### config.mk
export PLATFORM = sky130hd
export DESIGN_NAME = acc_seq_ctrl
export DESIGN_NICKNAME = d
export VERILOG_FILES = /design/src/rtl/acc_seq_pkg.sv /design/src/rtl/acc_seq_addr_gen.sv /design/src/rtl/acc_seq_ctrl.sv
export SDC_FILE = /design/constraint.sdc
export NUM_CORES = 1
export LEC_CHECK = 0
export ABC_AREA = 1
export BUFFER_PORTS_ARGS = -buffer_cell sky130_fd_sc_hd__buf_2
export CAP_MARGIN = 25
export CORE_MARGIN = 3
export CORE_UTILIZATION = 50
export CTS_BUF_LIST = sky130_fd_sc_hd__clkbuf_16
export CTS_CLUSTER_SIZE = 20
export DETAILED_ROUTE_END_ITERATION = 8
export GPL_TIMING_DRIVEN = 0
export PLACE_DENSITY = 0.77
export REMOVE_ABC_BUFFERS = 1
export SETUP_SLACK_MARGIN = 0.5
export SYNTH_ARGS = -nofsm -noshare
export SYNTH_HDL_FRONTEND = slang
export SYNTH_SLANG_ARGS = --single-unit
export TNS_END_PERCENT = 10
### constraint.sdc
create_clock -name iClk -period 3.5 [get_ports iClk]
set_clock_uncertainty 0.2 [all_clocks]
set_input_delay 0.35 -clock iClk [delete_from_list [all_inputs] [get_ports iClk]]
set_output_delay 0.35 -clock iClk [all_outputs]
set_load 0.01 [all_outputs]
### src/rtl/acc_seq_pkg.sv
// ---------------------------------------------------------------------------
// acc_seq_pkg
// Shared definitions for the FIR accumulator read sequencer:
//   state_t     - sequencer FSM states
//   INSEL_*     - accumulator input-select codes
//   NUM_TERMS   - partial products summed per output sample
//   SRAM_RD_LAT - single-port SRAM read latency in cycles
// ---------------------------------------------------------------------------
package acc_seq_pkg;

    typedef enum logic [1:0] {
        IDLE  = 2'd0,
        READ  = 2'd1,
        DRAIN = 2'd2,
        DONE  = 2'd3
    } state_t;

    localparam logic [3:0] INSEL_FIRST = 4'd0;
    localparam logic [3:0] INSEL_LAST  = 4'd9;

    // Select code driven while no term is in flight. It shares the value of
    // INSEL_FIRST, which only reloads the running sum and never fires the
    // accumulator's output register.
    localparam logic [3:0] INSEL_IDLE  = 4'd0;

    localparam int NUM_TERMS   = 10;
    localparam int SRAM_RD_LAT = 1;

endpackage : acc_seq_pkg

### src/rtl/acc_seq_addr_gen.sv
// ---------------------------------------------------------------------------
// acc_seq_addr_gen
// Holds the captured base address and the running read index, and forms the
// SRAM read address as base + index with ADDR_W-bit modulo wrap.
//
// Ports:
//   iClk       rising-edge clock
//   iRsn       synchronous active-low reset
//   iAccept    a new sample was accepted: capture base, clear index
//   iAdvance   step the read index by one
//   iBaseAddr  requested address of term 0
//   oAddr      current SRAM read address
//   oIdx       current read index (0 = first term)
//   oBank      (ACC_SEQ_PINGPONG_EN only) SRAM half being read
//
// Build option ACC_SEQ_PINGPONG_EN: a bank bit flips on every acceptance and
// the MSB of the captured base is inverted when it is set, so successive
// samples alternate between the two halves of the SRAM.
// ---------------------------------------------------------------------------
module acc_seq_addr_gen #(
    parameter int ADDR_W = 6
) (
    input  logic              iClk,
    input  logic              iRsn,
    input  logic              iAccept,
    input  logic              iAdvance,
    input  logic [ADDR_W-1:0] iBaseAddr,
    output logic [ADDR_W-1:0] oAddr,
    output logic [3:0]        oIdx
`ifdef ACC_SEQ_PINGPONG_EN
    ,
    output logic              oBank
`endif
);
    import acc_seq_pkg::*;

    logic [ADDR_W-1:0] rBase;
    logic [3:0]        rIdx;
    logic [ADDR_W-1:0] wEffBase;

`ifdef ACC_SEQ_PINGPONG_EN
    logic rBank;
    logic rReadBank;

    // The bank in use for this sample flips the address MSB; rBank then
    // toggles so that the following sample lands in the other half.
    assign wEffBase = iBaseAddr ^ {rBank, {(ADDR_W-1){1'b0}}};

    // Bank bookkeeping: rReadBank remembers which half the running sample
    // reads, rBank holds the half the next sample will use.
    always_ff @(posedge iClk) begin
        if (!iRsn) begin
            rBank     <= 1'b0;
            rReadBank <= 1'b0;
        end else if (iAccept) begin
            rBank     <= ~rBank;
            rReadBank <= rBank;
        end
    end

    assign oBank = rReadBank;
`else
    assign wEffBase = iBaseAddr;
`endif

    // Base is frozen at acceptance; the index restarts at the first term and
    // is stepped by the controller while reads are being issued.
    always_ff @(posedge iClk) begin
        if (!iRsn) begin
            rBase <= '0;
            rIdx  <= INSEL_FIRST;
        end else if (iAccept) begin
            rBase <= wEffBase;
            rIdx  <= INSEL_FIRST;
        end else if (iAdvance) begin
            rIdx  <= rIdx + 4'd1;
        end
    end

    // The sum is kept at ADDR_W bits so reads past the top of the SRAM wrap
    // to address 0 instead of leaving the array.
    assign oAddr = rBase + ADDR_W'(rIdx);
    assign oIdx  = rIdx;

endmodule : acc_seq_addr_gen

### src/rtl/acc_seq_ctrl.sv
// ---------------------------------------------------------------------------
// acc_seq_ctrl
// Sequencer for the FIR accumulator datapath. Each accepted sample request
// issues NUM_TERMS consecutive single-port SRAM reads, steers the
// accumulator input select so every returning word is summed, and flags the
// cycle in which the saturated filter output register holds the new result.
//
// Ports:
//   iClk       rising-edge clock
//   iRsn       synchronous active-low reset
//   iEnSample  one-cycle request for one output sample
//   iBaseAddr  SRAM address of term 0, sampled at acceptance
//   iOvfClr    clears oOvf
//   oCsn       SRAM chip select, active-low
//   oWrn       SRAM write enable, active-low, tied high (read only)
//   oAddr      SRAM read address
//   oInSel     accumulator input select (0 first term .. 9 last term)
//   oOutValid  accumulator output register holds a new result
//   oBusy      sequence in progress
//   oOvf       sticky: a sample request arrived while busy and was dropped
//   oBank      (ACC_SEQ_PINGPONG_EN only) SRAM half being read
//
// Build option ACC_SEQ_PINGPONG_EN enables alternate-half reading, see
// acc_seq_addr_gen.
//
// NUM_TERMS is tied to the accumulator's select encoding; only 10 is legal.
// ---------------------------------------------------------------------------
module acc_seq_ctrl #(
    parameter int ADDR_W    = 6,
    parameter int NUM_TERMS = 10
) (
    input  logic              iClk,
    input  logic              iRsn,
    input  logic              iEnSample,
    input  logic [ADDR_W-1:0] iBaseAddr,
    input  logic              iOvfClr,
    output logic              oCsn,
    output logic              oWrn,
    output logic [ADDR_W-1:0] oAddr,
    output logic [3:0]        oInSel,
    output logic              oOutValid,
    output logic              oBusy,
    output logic              oOvf
`ifdef ACC_SEQ_PINGPONG_EN
    ,
    output logic              oBank
`endif
);
    import acc_seq_pkg::*;

    localparam logic [3:0] LAST_IDX = 4'(NUM_TERMS - 1);

    state_t     rState;
    state_t     wNextState;
    logic [3:0] wIdx;
    logic [3:0] rInSel;
    logic       rOvf;
    logic       wAccept;
    logic       wAdvance;
    logic       wDrop;

    assign wAccept  = (rState == IDLE) && iEnSample;
    assign wDrop    = (rState != IDLE) && iEnSample;
    assign wAdvance = (rState == READ) && (wIdx != LAST_IDX);

    acc_seq_addr_gen #(
        .ADDR_W    (ADDR_W)
    ) uAddrGen (
        .iClk      (iClk),
        .iRsn      (iRsn),
        .iAccept   (wAccept),
        .iAdvance  (wAdvance),
        .iBaseAddr (iBaseAddr),
        .oAddr     (oAddr),
        .oIdx      (wIdx)
`ifdef ACC_SEQ_PINGPONG_EN
        ,
        .oBank     (oBank)
`endif
    );

    // State register.
    always_ff @(posedge iClk) begin
        if (!iRsn) begin
            rState <= IDLE;
        end else begin
            rState <= wNextState;
        end
    end

    // Next-state and Moore outputs. Outputs depend on the state register
    // only, so no input reaches an output combinationally. DRAIN covers the
    // SRAM latency of the last read; DONE is the cycle after the accumulator
    // output register was loaded.
    always_comb begin
        wNextState = rState;
        oCsn       = 1'b1;
        oOutValid  = 1'b0;
        oBusy      = 1'b1;
        case (rState)
            IDLE: begin
                oBusy = 1'b0;
                if (iEnSample) begin
                    wNextState = READ;
                end
            end
            READ: begin
                oCsn = 1'b0;
                if (wIdx == LAST_IDX) begin
                    wNextState = DRAIN;
                end
            end
            DRAIN: begin
                wNextState = DONE;
            end
            DONE: begin
                oOutValid  = 1'b1;
                wNextState = IDLE;
            end
            default: begin
                wNextState = IDLE;
            end
        endcase
    end

    // Input select trails the read index by the SRAM read latency so each
    // code lines up with the word it names; outside READ nothing is in
    // flight next cycle, so the idle code is loaded.
    always_ff @(posedge iClk) begin
        if (!iRsn) begin
            rInSel <= INSEL_IDLE;
        end else if (rState == READ) begin
            rInSel <= wIdx;
        end else begin
            rInSel <= INSEL_IDLE;
        end
    end

    // Sticky drop flag. A drop in the same cycle as a clear wins so that no
    // lost request can go unreported.
    always_ff @(posedge iClk) begin
        if (!iRsn) begin
            rOvf <= 1'b0;
        end else if (wDrop) begin
            rOvf <= 1'b1;
        end else if (iOvfClr) begin
            rOvf <= 1'b0;
        end
    end

    assign oInSel = rInSel;
    assign oOvf   = rOvf;
    assign oWrn   = 1'b1;

endmodule : acc_seq_ctrl

==> summary.txt, run 1 <==
initial antenna violation count: 0
met3 Use GR: 0.0275
M1 GR Usage: 0.196
post-DP HPWL: 1320 µm
fraction of the cycle the final worst path needs: 0.643
WL final: 1680 µm
worst path arrival time: 1.70 ns
post-synth top area share: 0.369
fraction of layout cells with a size suffix above 1: 0.207
Initial DRC Count: 7
status: complete, no violations
TritonRoute pass-1 iters: 2
fin nets: 168
die area: 2400 µm²
remaining global-route overflow: 0
Max Slew Vio Count: 0
cts hold-fix bufs: 0
fmax: 444 MHz
global route hottest layer: met2
post-layout power: 809 µW
Cell Area, Synth: 922 µm²
die height: 48.9 µm
most frequent cells in the layout: nand2_1, buf_2, nor2_1
Final Setup Violations: 0
Resized Gates After CTS: 0
Worst-path clk slew: 0.05 ns
final design area excluding fillers: 1130 µm²
CP max FO: 7
clock tree from TritonCTS: built
placed cell area: 1050 µm²
Final GP Congestion: 0.779
drt wl/cell: 9.91 µm
total core area: 1610 µm²
Crit-path slowest cell: fa_1
I/O pin cnt: 25
root buf cell: clkbuf_16
DRC viols: 0
clock buffer count from CTS: 3
min Tclk post-route: 2.25 ns
first-pass GRT wire length: 3040 µm
Final Hold Vio Count: 0
antenna cells: 0
Max VDD drop: 0.455 mV
Ys Warns: 0
Mean Syn Cell Area: 7.68 µm²
Seq/Total Area, Yosys: 0.369
site row count: 14
Setup Fix Bufs, Post-CTS: 0
GRT Resource Usage Total: 0.155
IO buf count: 23
largest area contributor in the synthesized netlist: dfxtp_1
post-DR vias/cell: 4.75
Area Overhead vs Synth: 22.9%
Max Cap Viol: 0
startpoint class of the critical path: register
R2R Setup Slk: 1.99 ns
largest net degree at the start of global routing: 12
Power Density: 714 nW/µm²
clock sinks: 17
unrepaired setup endpoints after global routing: false
cell count after synthesis: 120
Synth area leaders: dfxtp_1, ha_1, nand2_1
CP Cell Sequence: ha_1 -> fa_1 -> nand3_1 -> nand2_1 -> xor2_1 -> buf_2
Hold Path Class: primary input to register
Worst-Skew Late Latency: 0.24 ns
GRT met2 Usage: 0.269
most common cell after layout, fill and taps aside: nand2_1
Synth Register Bits: 17
vias: 802
Setup crit end kind: primary output
setup_tns: 0 ns
overall die width: 48.9 µm
antenna viol nets, final: 0
Crit path largest cell delay: 0.41 ns
Bufs on Longest Clock Path: 2
Worst Path Required: 2.95 ns
H-tree levels: 1
Distinct cells, synth: 22
vias in the first global route: 749
Initial Utilization: 0.572
P_leak: 0.000598 µW
kind of critical path: register to primary output
-- power by group --
| part | internal [µW] | switching, µW | total, µW |
|---|---|---|---|
| clock | 151 | 66.5 | 218 |
| sequential | 236 | 44.7 | 280 |
| combinational | 129 | 183 | 311 |
-- per-stage QoR --
step / setup WS [ns] / hold WS, ns / std cells / utilization
6_report: 1.25 / 0.163 / 169 / 0.703
4_1_cts: 1.23 / 0.164 / 169 / 0.703
5_1_grt: 1.15 / 0.183 / 169 / 0.703
2_1_floorplan: 1.64 / 0.244 / 118 / -
3_5_place_dp: 1.48 / 0.263 / 165 / 0.655
3_3_place_gp: 1.53 / 0.257 / 165 / 0.655
-- area by class of cell --
type | instances | area, µm²
Clock inverter | 1 | 3.75
Sequential cell | 17 | 340
Multi-Input combinational cell | 88 | 518
Inverter | 13 | 51.3
Clock buffer | 3 | 75.1
Timing Repair Buffer | 23 | 115
Fill cell | 153 | 478
Tap cell | 24 | 30.0
-- critical path: cells and delay by family (launching register included) --
kind,cells,cell delay (ns)
simple gates,2,0.17
flops,1,0.37
xor+xnor,1,0.14
buf+inv,1,0.14
fa+ha+maj,2,0.65
-- state kept, by name, summed over array words and instances (netlist names) --
register / count
oOvf: 1
oInSel: 4
uAddrGen.oIdx: 4
rState: 2
uAddrGen.rBase: 6
-- cells by family after synthesis --
kind of cell | Yosys count | synth area share
buffers and inverters | 15 | 0.0692
DFF | 17 | 0.369
and+or+nand+nor | 57 | 0.270
AOI/OAI and AO/OA | 14 | 0.0787
xor gates and xnor gates | 4 | 0.0380
adders and majority gates | 12 | 0.171
other | 1 | 0.00407
-- synthesized netlist by cell type --
library cell,count
a21boi_0,1
a21oi_1,7
buf_2,1
buf_4,1
conb_1,1
dfxtp_1,17
fa_1,1
ha_1,11
inv_1,11
inv_2,1
inv_4,1
nand2_1,25
nand2_4,1
nand3_1,5
nand3_2,1
nand3b_1,2
nand4_1,1
nor2_1,20
o21ai_0,6
or2_1,2
xnor2_1,1
xor2_1,3
-- routing by layer --
layer,up-vias,share of wire
met2,18,0.47
met1,352,0.48
li1,428,-
met3,4,0.038
met5,-,0
met4,0,0.013
-- path summary, 6_finish.rpt --
path / to / from / cells after the start
worst min-delay path: oOvf / iOvfClr / 4
worst max-delay path: oAddr[4] / uAddrGen.oIdx[0] / 6
worst max register to register: uAddrGen.rBase[3] / rState[0] / 6
worst min register to register: oOvf / oOvf / 2
Note: power is estimated with default switching activity, not from simulation.
==> run 2: changes to the inputs <==
--- a/config.mk
+++ b/config.mk
@@ -9,12 +9,12 @@
 export BUFFER_PORTS_ARGS = -buffer_cell sky130_fd_sc_hd__buf_2
 export CAP_MARGIN = 25
 export CORE_MARGIN = 3
-export CORE_UTILIZATION = 50
+export CORE_UTILIZATION = 45
 export CTS_BUF_LIST = sky130_fd_sc_hd__clkbuf_16
 export CTS_CLUSTER_SIZE = 20
 export DETAILED_ROUTE_END_ITERATION = 8
 export GPL_TIMING_DRIVEN = 0
-export PLACE_DENSITY = 0.77
+export PLACE_DENSITY = 0.73
 export REMOVE_ABC_BUFFERS = 1
 export SETUP_SLACK_MARGIN = 0.5
 export SYNTH_ARGS = -nofsm -noshare
==> constraint.sdc (replaced) <==
create_clock -name iClk -period 1.9 [get_ports iClk]
set_clock_uncertainty 0.2 [all_clocks]
set_input_delay 0.19 -clock iClk [delete_from_list [all_inputs] [get_ports iClk]]
set_output_delay 0.19 -clock iClk [all_outputs]
set_load 0.01 [all_outputs]
==> summary.txt, run 2 (synthesis gave the netlist of run 1 again) <==
status: complete, but fails checks (was complete, no violations)
failing checks: setup timing
largest net degree at the start of global routing: 12 (unchanged)
reg2reg start: uAddrGen.oIdx[0] (was rState[0])
Final Setup Violations: 1 (was 0)
overall die width: 51.3 µm (was 48.9 µm)
HP Start: iOvfClr (unchanged)
post-DR vias/cell: 4.71 (was 4.75)
GRT met2 Usage: 0.281 (was 0.269)
fmax: 525 MHz
total core area: 1820 µm² (was 1610 µm²)
Crit path largest cell delay: 0.35 ns (was 0.41 ns)
Worst Path Required: 1.51 ns (was 2.95 ns)
kind of critical path: register to primary output (unchanged)
global route hottest layer: met2 (unchanged)
met3 Use GR: 0.0350 (was 0.0275)
Hold Path Class: primary input to register (unchanged)
Setup crit end kind: primary output (unchanged)
fin nets: 171 (was 168)
max FFs per register: 6 (unchanged)
cts hold-fix bufs: 0 (unchanged)
I/O pin cnt: 25 (unchanged)
Reg-to-Reg End: rState[0] (was uAddrGen.rBase[3])
Final Hold Vio Count: 0 (unchanged)
vias in the first global route: 760 (was 749)
most frequent cells in the layout: nand2_1, nor2_1, buf_2 (was nand2_1, buf_2, nor2_1)
initial antenna violation count: 0 (unchanged)
Crit-path slowest cell: dfxtp_4 (was fa_1)
Power Density: 1360 nW/µm² (was 714 nW/µm²)
fill cell count: 158 (was 153)
Reg with most FFs: uAddrGen.rBase (unchanged)
TritonRoute pass-1 iters: 4 (was 2)
clock tree from TritonCTS: built (unchanged)
final design area excluding fillers: 1300 µm² (was 1130 µm²)
drt wl/cell: 11.3 µm (was 9.91 µm)
fraction of the cycle the final worst path needs: 1.00
clock buffer count from CTS: 3 (unchanged)
P_leak: 0.000619 µW (was 0.000598 µW)
IO buf count: 23 (unchanged)
Final GP Congestion: 0.778 (was 0.779)
Worst Hold Endpoint: oOvf (unchanged)
startpoint class of the critical path: register (unchanged)
WP buf/inv: 1 (unchanged)
die area: 2630 µm² (was 2400 µm²)
Initial DRC Count: 4 (was 7)
Bufs on Longest Clock Path: 2 (unchanged)
first-pass GRT wire length: 3230 µm (was 3040 µm)
WL final: 1950 µm (was 1680 µm)
fraction of layout cells with a size suffix above 1: 0.392 (was 0.207)
Max VDD drop: 0.918 mV (was 0.455 mV)
CP max FO: 2 (was 7)
Worst-path clk slew: 0.05 ns (about the same)
H-tree levels: 1 (unchanged)
Max Cap Viol: 0 (unchanged)
GRT Resource Usage Total: 0.164 (was 0.155)
Worst-Skew Late Latency: 0.25 ns (was 0.24 ns)
min Tclk post-route: 1.90 ns
worst hold stages: 4 (unchanged)
post-DP HPWL: 1400 µm (was 1320 µm)
setup_tns: -0.00423 ns (was 0 ns)
most common cell after layout, fill and taps aside: nand2_1 (unchanged)
CP startpoint: uAddrGen.oIdx[0] (unchanged)
Initial Utilization: 0.507 (was 0.572)
DRC viols: 0 (unchanged)
unrepaired setup endpoints after global routing: true (was false)
CP Cell Sequence: ha_4 -> fa_2 -> nand3_2 -> nand2_2 -> xor2_1 -> buf_2 (was ha_1 -> fa_1 -> nand3_1 -> nand2_1 -> xor2_1 -> buf_2)
die height: 51.3 µm (was 48.9 µm)
final worst slack: -0.00423 ns (was 1.25 ns)
Critical Path Stages: 6 (unchanged)
Max Slew Vio Count: 0 (unchanged)
root buf cell: clkbuf_16 (unchanged)
post-layout power: 1760 µW (was 809 µW)
clock sinks: 17 (unchanged)
Area Overhead vs Synth: 40.6% (was 22.9%)
R2R depth: 7 (was 6)
R2R Setup Slk: 0.48 ns (was 1.99 ns)
worst path arrival time: 1.51 ns (was 1.70 ns)
delay-heaviest family, CP: adder cells (unchanged)
remaining global-route overflow: 0 (unchanged)
antenna viol nets, final: 0 (unchanged)
antenna cells: 0 (unchanged)
M1 GR Usage: 0.194 (was 0.196)
site row count: 15 (was 14)
vias: 815 (was 802)
placed cell area: 1060 µm² (was 1050 µm²)
[run 2: worst reg2reg max path: stages, from the launching register on]
cell	delay (ns)
dfxtp_4	0.35
buf_4	0.15
ha_2	0.18
nand3_2	0.10
nand2_4	0.14
nand3_1	0.09
nand2_1	0.07
nor2_1	0.04
[run 2: through the flow]
step / utilization / cells / hold WS, ns / worst slack, ns
global placement: 0.580 / 166 / 0.239 / 0.0672
CTS: 0.691 / 172 / 0.00181 / -0.0800
floorplan: - / 118 / 0.111 / 0.200
finish: 0.712 / 173 / 0.00443 / -0.00423
global route: 0.712 / 173 / 0.0141 / -0.0737
detailed placement: 0.580 / 166 / 0.258 / 0.0147
[run 2: area by class of cell]
type                            instances  area (µm²)  share of cell area
Inverter                               13        61.3              0.0473
Clock buffer                            3        75.1              0.0579
Sequential cell                        17         360               0.278
Multi-Input combinational cell         88         607               0.468
Tap cell                               25        31.3              0.0241
Clock inverter                          1        5.00             0.00386
Timing Repair Buffer                   26         156               0.121
[run 2: worst max-delay path by stage]
stage	to	slack [ns]
floorplan	oAddr[4]	0.20
global placement	oAddr[4]	0.07
detailed placement	oAddr[4]	0.01
CTS	oAddr[4]	-0.08
global route	oAddr[4]	-0.07
finish	oAddr[4]	-0.004
[run 2: power breakdown]
group | internal, µW | switching [µW]
registers | 453 | 101
clock network | 281 | 131
logic | 376 | 423
total | 1110 | 654
[run 2: repair_timing]
action / 4_1_cts / 5_1_grt
setup buffers: 2 / 1
cloned: 0 / 0
setup endpoints to repair: 19 / 18
resized for setup: 28 / 11
pin swaps: 13 / 6
[run 2: metal layers]
layer / part of all wire / up-vias / wire [µm]
met5: 0 / - / 0
met4: 0.0087 / 0 / 17
met3: 0.046 / 2 / 89
met2: 0.49 / 16 / 952
met1: 0.46 / 364 / 894
li1: - / 433 / -
==> run 3: changes to the inputs <==
--- a/config.mk
+++ b/config.mk
@@ -5,7 +5,6 @@
 export SDC_FILE = /design/constraint.sdc
 export NUM_CORES = 1
 export LEC_CHECK = 0
-export ABC_AREA = 1
 export BUFFER_PORTS_ARGS = -buffer_cell sky130_fd_sc_hd__buf_2
 export CAP_MARGIN = 25
 export CORE_MARGIN = 3
@@ -14,6 +13,7 @@
 export CTS_CLUSTER_SIZE = 20
 export DETAILED_ROUTE_END_ITERATION = 8
 export GPL_TIMING_DRIVEN = 0
+export HOLD_SLACK_MARGIN = 0.03
 export PLACE_DENSITY = 0.73
 export REMOVE_ABC_BUFFERS = 1
 export SETUP_SLACK_MARGIN = 0.5
==> summary.txt, run 3 <==
status: complete, but fails checks (unchanged)
failing checks: setup timing (unchanged)
worst hold slack: 0.0834 ns (was 0.00443 ns)
Worst-path clk slew: 0.05 ns (about the same)
DP Worst Slack: -0.116 ns (was 0.0147 ns)
TritonRoute pass-1 iters: 4 (unchanged)
Worst-Skew Late Latency: 0.25 ns (about the same)
metal3 WL: 91 µm (was 89 µm)
Worst Path Required: 1.51 ns (about the same)
site row count: 15 (unchanged)
largest area contributor in the synthesized netlist: dfxtp_1 (unchanged)
Synth area leaders: dfxtp_1, ha_1, a21boi_0 (was dfxtp_1, ha_1, nand2_1)
final core occ: 0.722 (was 0.712)
Area Overhead vs Synth: 43.6% (was 40.6%)
post-DP HPWL: 1380 µm (was 1400 µm)
post-DR vias/cell: 5.13 (was 4.71)
ys flop type: dfxtp_1 (unchanged)
worst path arrival time: 1.70 ns (was 1.51 ns)
die area: 2610 µm² (was 2630 µm²)
CP max FO: 2 (unchanged)
fmax: 479 MHz (was 525 MHz)
most common cell after layout, fill and taps aside: buf_2 (was nand2_1)
Commonest cells post-synth: dfxtp_1, nand2_1, ha_1, nand3_1, inv_1 (was nand2_1, nor2_1, dfxtp_1, ha_1, inv_1)
remaining global-route overflow: 0 (unchanged)
Initial DRC Count: 9 (was 4)
initial antenna violation count: 0 (unchanged)
Distinct cells, synth: 32 (was 22)
root buf cell: clkbuf_16 (unchanged)
P_leak: 0.000608 µW (was 0.000619 µW)
final worst slack: -0.187 ns (was -0.00423 ns)
vias in the first global route: 810 (was 760)
most common cell in the synthesized netlist: dfxtp_1 (was nand2_1)
fraction of the cycle the final worst path needs: 1.10 (was 1.00)
fin nets: 154 (was 171)
I/O pin cnt: 25 (unchanged)
post-synth top area share: 0.372 (was 0.369)
Final Setup Violations: 2 (was 1)
vias: 800 (was 815)
most frequent cells in the layout: buf_2, dfxtp_1, nand2_1 (was nand2_1, nor2_1, buf_2)
top sig layer: met4 (unchanged)
final design area excluding fillers: 1320 µm² (was 1300 µm²)
IO buf count: 23 (unchanged)
Max Slew Vio Count: 0 (unchanged)
Final GP Congestion: 0.792 (was 0.778)
drt wl/cell: 12.7 µm (was 11.3 µm)
Ys Warns: 0 (unchanged)
Bufs on Longest Clock Path: 2 (unchanged)
Mean Syn Cell Area: 9.07 µm² (was 7.68 µm²)
Final Hold Vio Count: 0 (unchanged)
Post-synth EDFFs: 0 (unchanged)
Seq/Total Area, Yosys: 0.372 (was 0.369)
GRT Resource Usage Total: 0.174 (was 0.164)
Cell Area, Synth: 916 µm² (was 922 µm²)
die height: 51.1 µm (was 51.3 µm)
Initial Utilization: 0.503 (was 0.507)
first-pass GRT wire length: 3380 µm (was 3230 µm)
DRC viols: 0 (unchanged)
antenna cells: 0 (unchanged)
clock buffer count from CTS: 3 (unchanged)
total core area: 1820 µm² (unchanged)
Power Density: 1220 nW/µm² (was 1360 nW/µm²)
kind of critical path: register to primary output (unchanged)
post-layout power: 1600 µW (was 1760 µW)
Max Cap Viol: 0 (unchanged)
Hold Path Class: primary input to register (unchanged)
overall die width: 51.1 µm (was 51.3 µm)
M1 wire length: 871 µm (was 894 µm)
Reg with most FFs: uAddrGen.rBase (unchanged)
largest net degree at the start of global routing: 17 (was 12)
routed wl met2: 993 µm (was 952 µm)
H-tree levels: 1 (unchanged)
startpoint class of the critical path: register (unchanged)
placed cell area: 1030 µm² (was 1060 µm²)
antenna viol nets, final: 0 (unchanged)
max FFs per register: 6 (unchanged)
async set or reset register ratio after synthesis: 0 (unchanged)
clock sinks: 17 (unchanged)
Max VDD drop: 0.825 mV (was 0.918 mV)
cell count after synthesis: 101 (was 120)
Synth Register Bits: 17 (unchanged)
min Tclk post-route: 2.09 ns (was 1.90 ns)
clock tree from TritonCTS: built (unchanged)
Setup crit end kind: primary output (unchanged)
fraction of layout cells with a size suffix above 1: 0.389 (was 0.392)
unrepaired setup endpoints after global routing: true (unchanged)
WL final: 1980 µm (was 1950 µm)
run 3: cells by family after synthesis:
kind of cell | count (synthesis) | share of synthesized area
AOI/OAI and AO/OA | 20 | 0.145
xor gates and xnor gates | 5 | 0.0478
adders and majority gates | 12 | 0.172
buffers and inverters | 13 | 0.0642
DFF | 17 | 0.372
muxes | 2 | 0.0219
other | 1 | 0.00409
and+or+nand+nor | 31 | 0.174
run 3: what timing repair did:
item | 4_1_cts | 5_1_grt
endpoints found under the setup margin | 21 | 16
hold buffers | 6 | 0
hold endpoints to repair | 6 | 0
buffers inserted | 2 | 0
gates cloned | 0 | 0
resized for setup | 28 | 6
pin swaps | 10 | 11
run 3: metrics by stage:
| step | TNS (ns) | std cells |
|---|---|---|
| final | -0.276 | 156 |
| after global routing | -0.531 | 156 |
| after CTS | -0.341 | 156 |
| after detailed placement | -0.116 | 144 |
| after global placement | -0.0939 | 144 |
| after floorplan | 0 | 96 |
run 3: power by group:
group	internal, µW	total, µW	leakage, µW	switching (µW)
registers	435	515	0.000141	80.5
clock network	281	417	0.0000409	135
logic	334	667	0.000426	333
run 3: final cells by class:
class | count | area, µm²
multi-input combinational | 71 | 601
sequential | 17 | 354
fill | 143 | 505
timing repair buffer | 31 | 209
clock inverter | 1 | 5.00
inverter | 8 | 40.0
clock buffer | 3 | 75.1
tap | 25 | 31.3
run 3: per-layer routing:
metal / up-vias / GRT usage
met5: - / 0
met4: 0 / 0.0538
met3: 4 / 0.0437
met2: 19 / 0.320
met1: 373 / 0.192
li1: 404 / -
run 3: worst paths after layout:
| check | from | slack, ns | cells after the start | to |
|---|---|---|---|---|
| worst min register to register | uAddrGen.rBase[5] | 0.29 | 2 | uAddrGen.rBase[5] |
| worst max register to register | uAddrGen.oIdx[0] | 0.31 | 5 | uAddrGen.oIdx[0] |
| worst min-delay path | iOvfClr | 0.08 | 4 | oOvf |
| worst max-delay path | uAddrGen.oIdx[0] | -0.19 | 6 | oAddr[4] |
run 3: worst max-delay path, stage by stage (launching register included):
cell and delay (ns):
dfxtp_4 0.35, ha_4 0.16, fa_2 0.33, a21o_1 0.19, a21oi_2 0.15, xnor2_1 0.12
buf_2 0.14
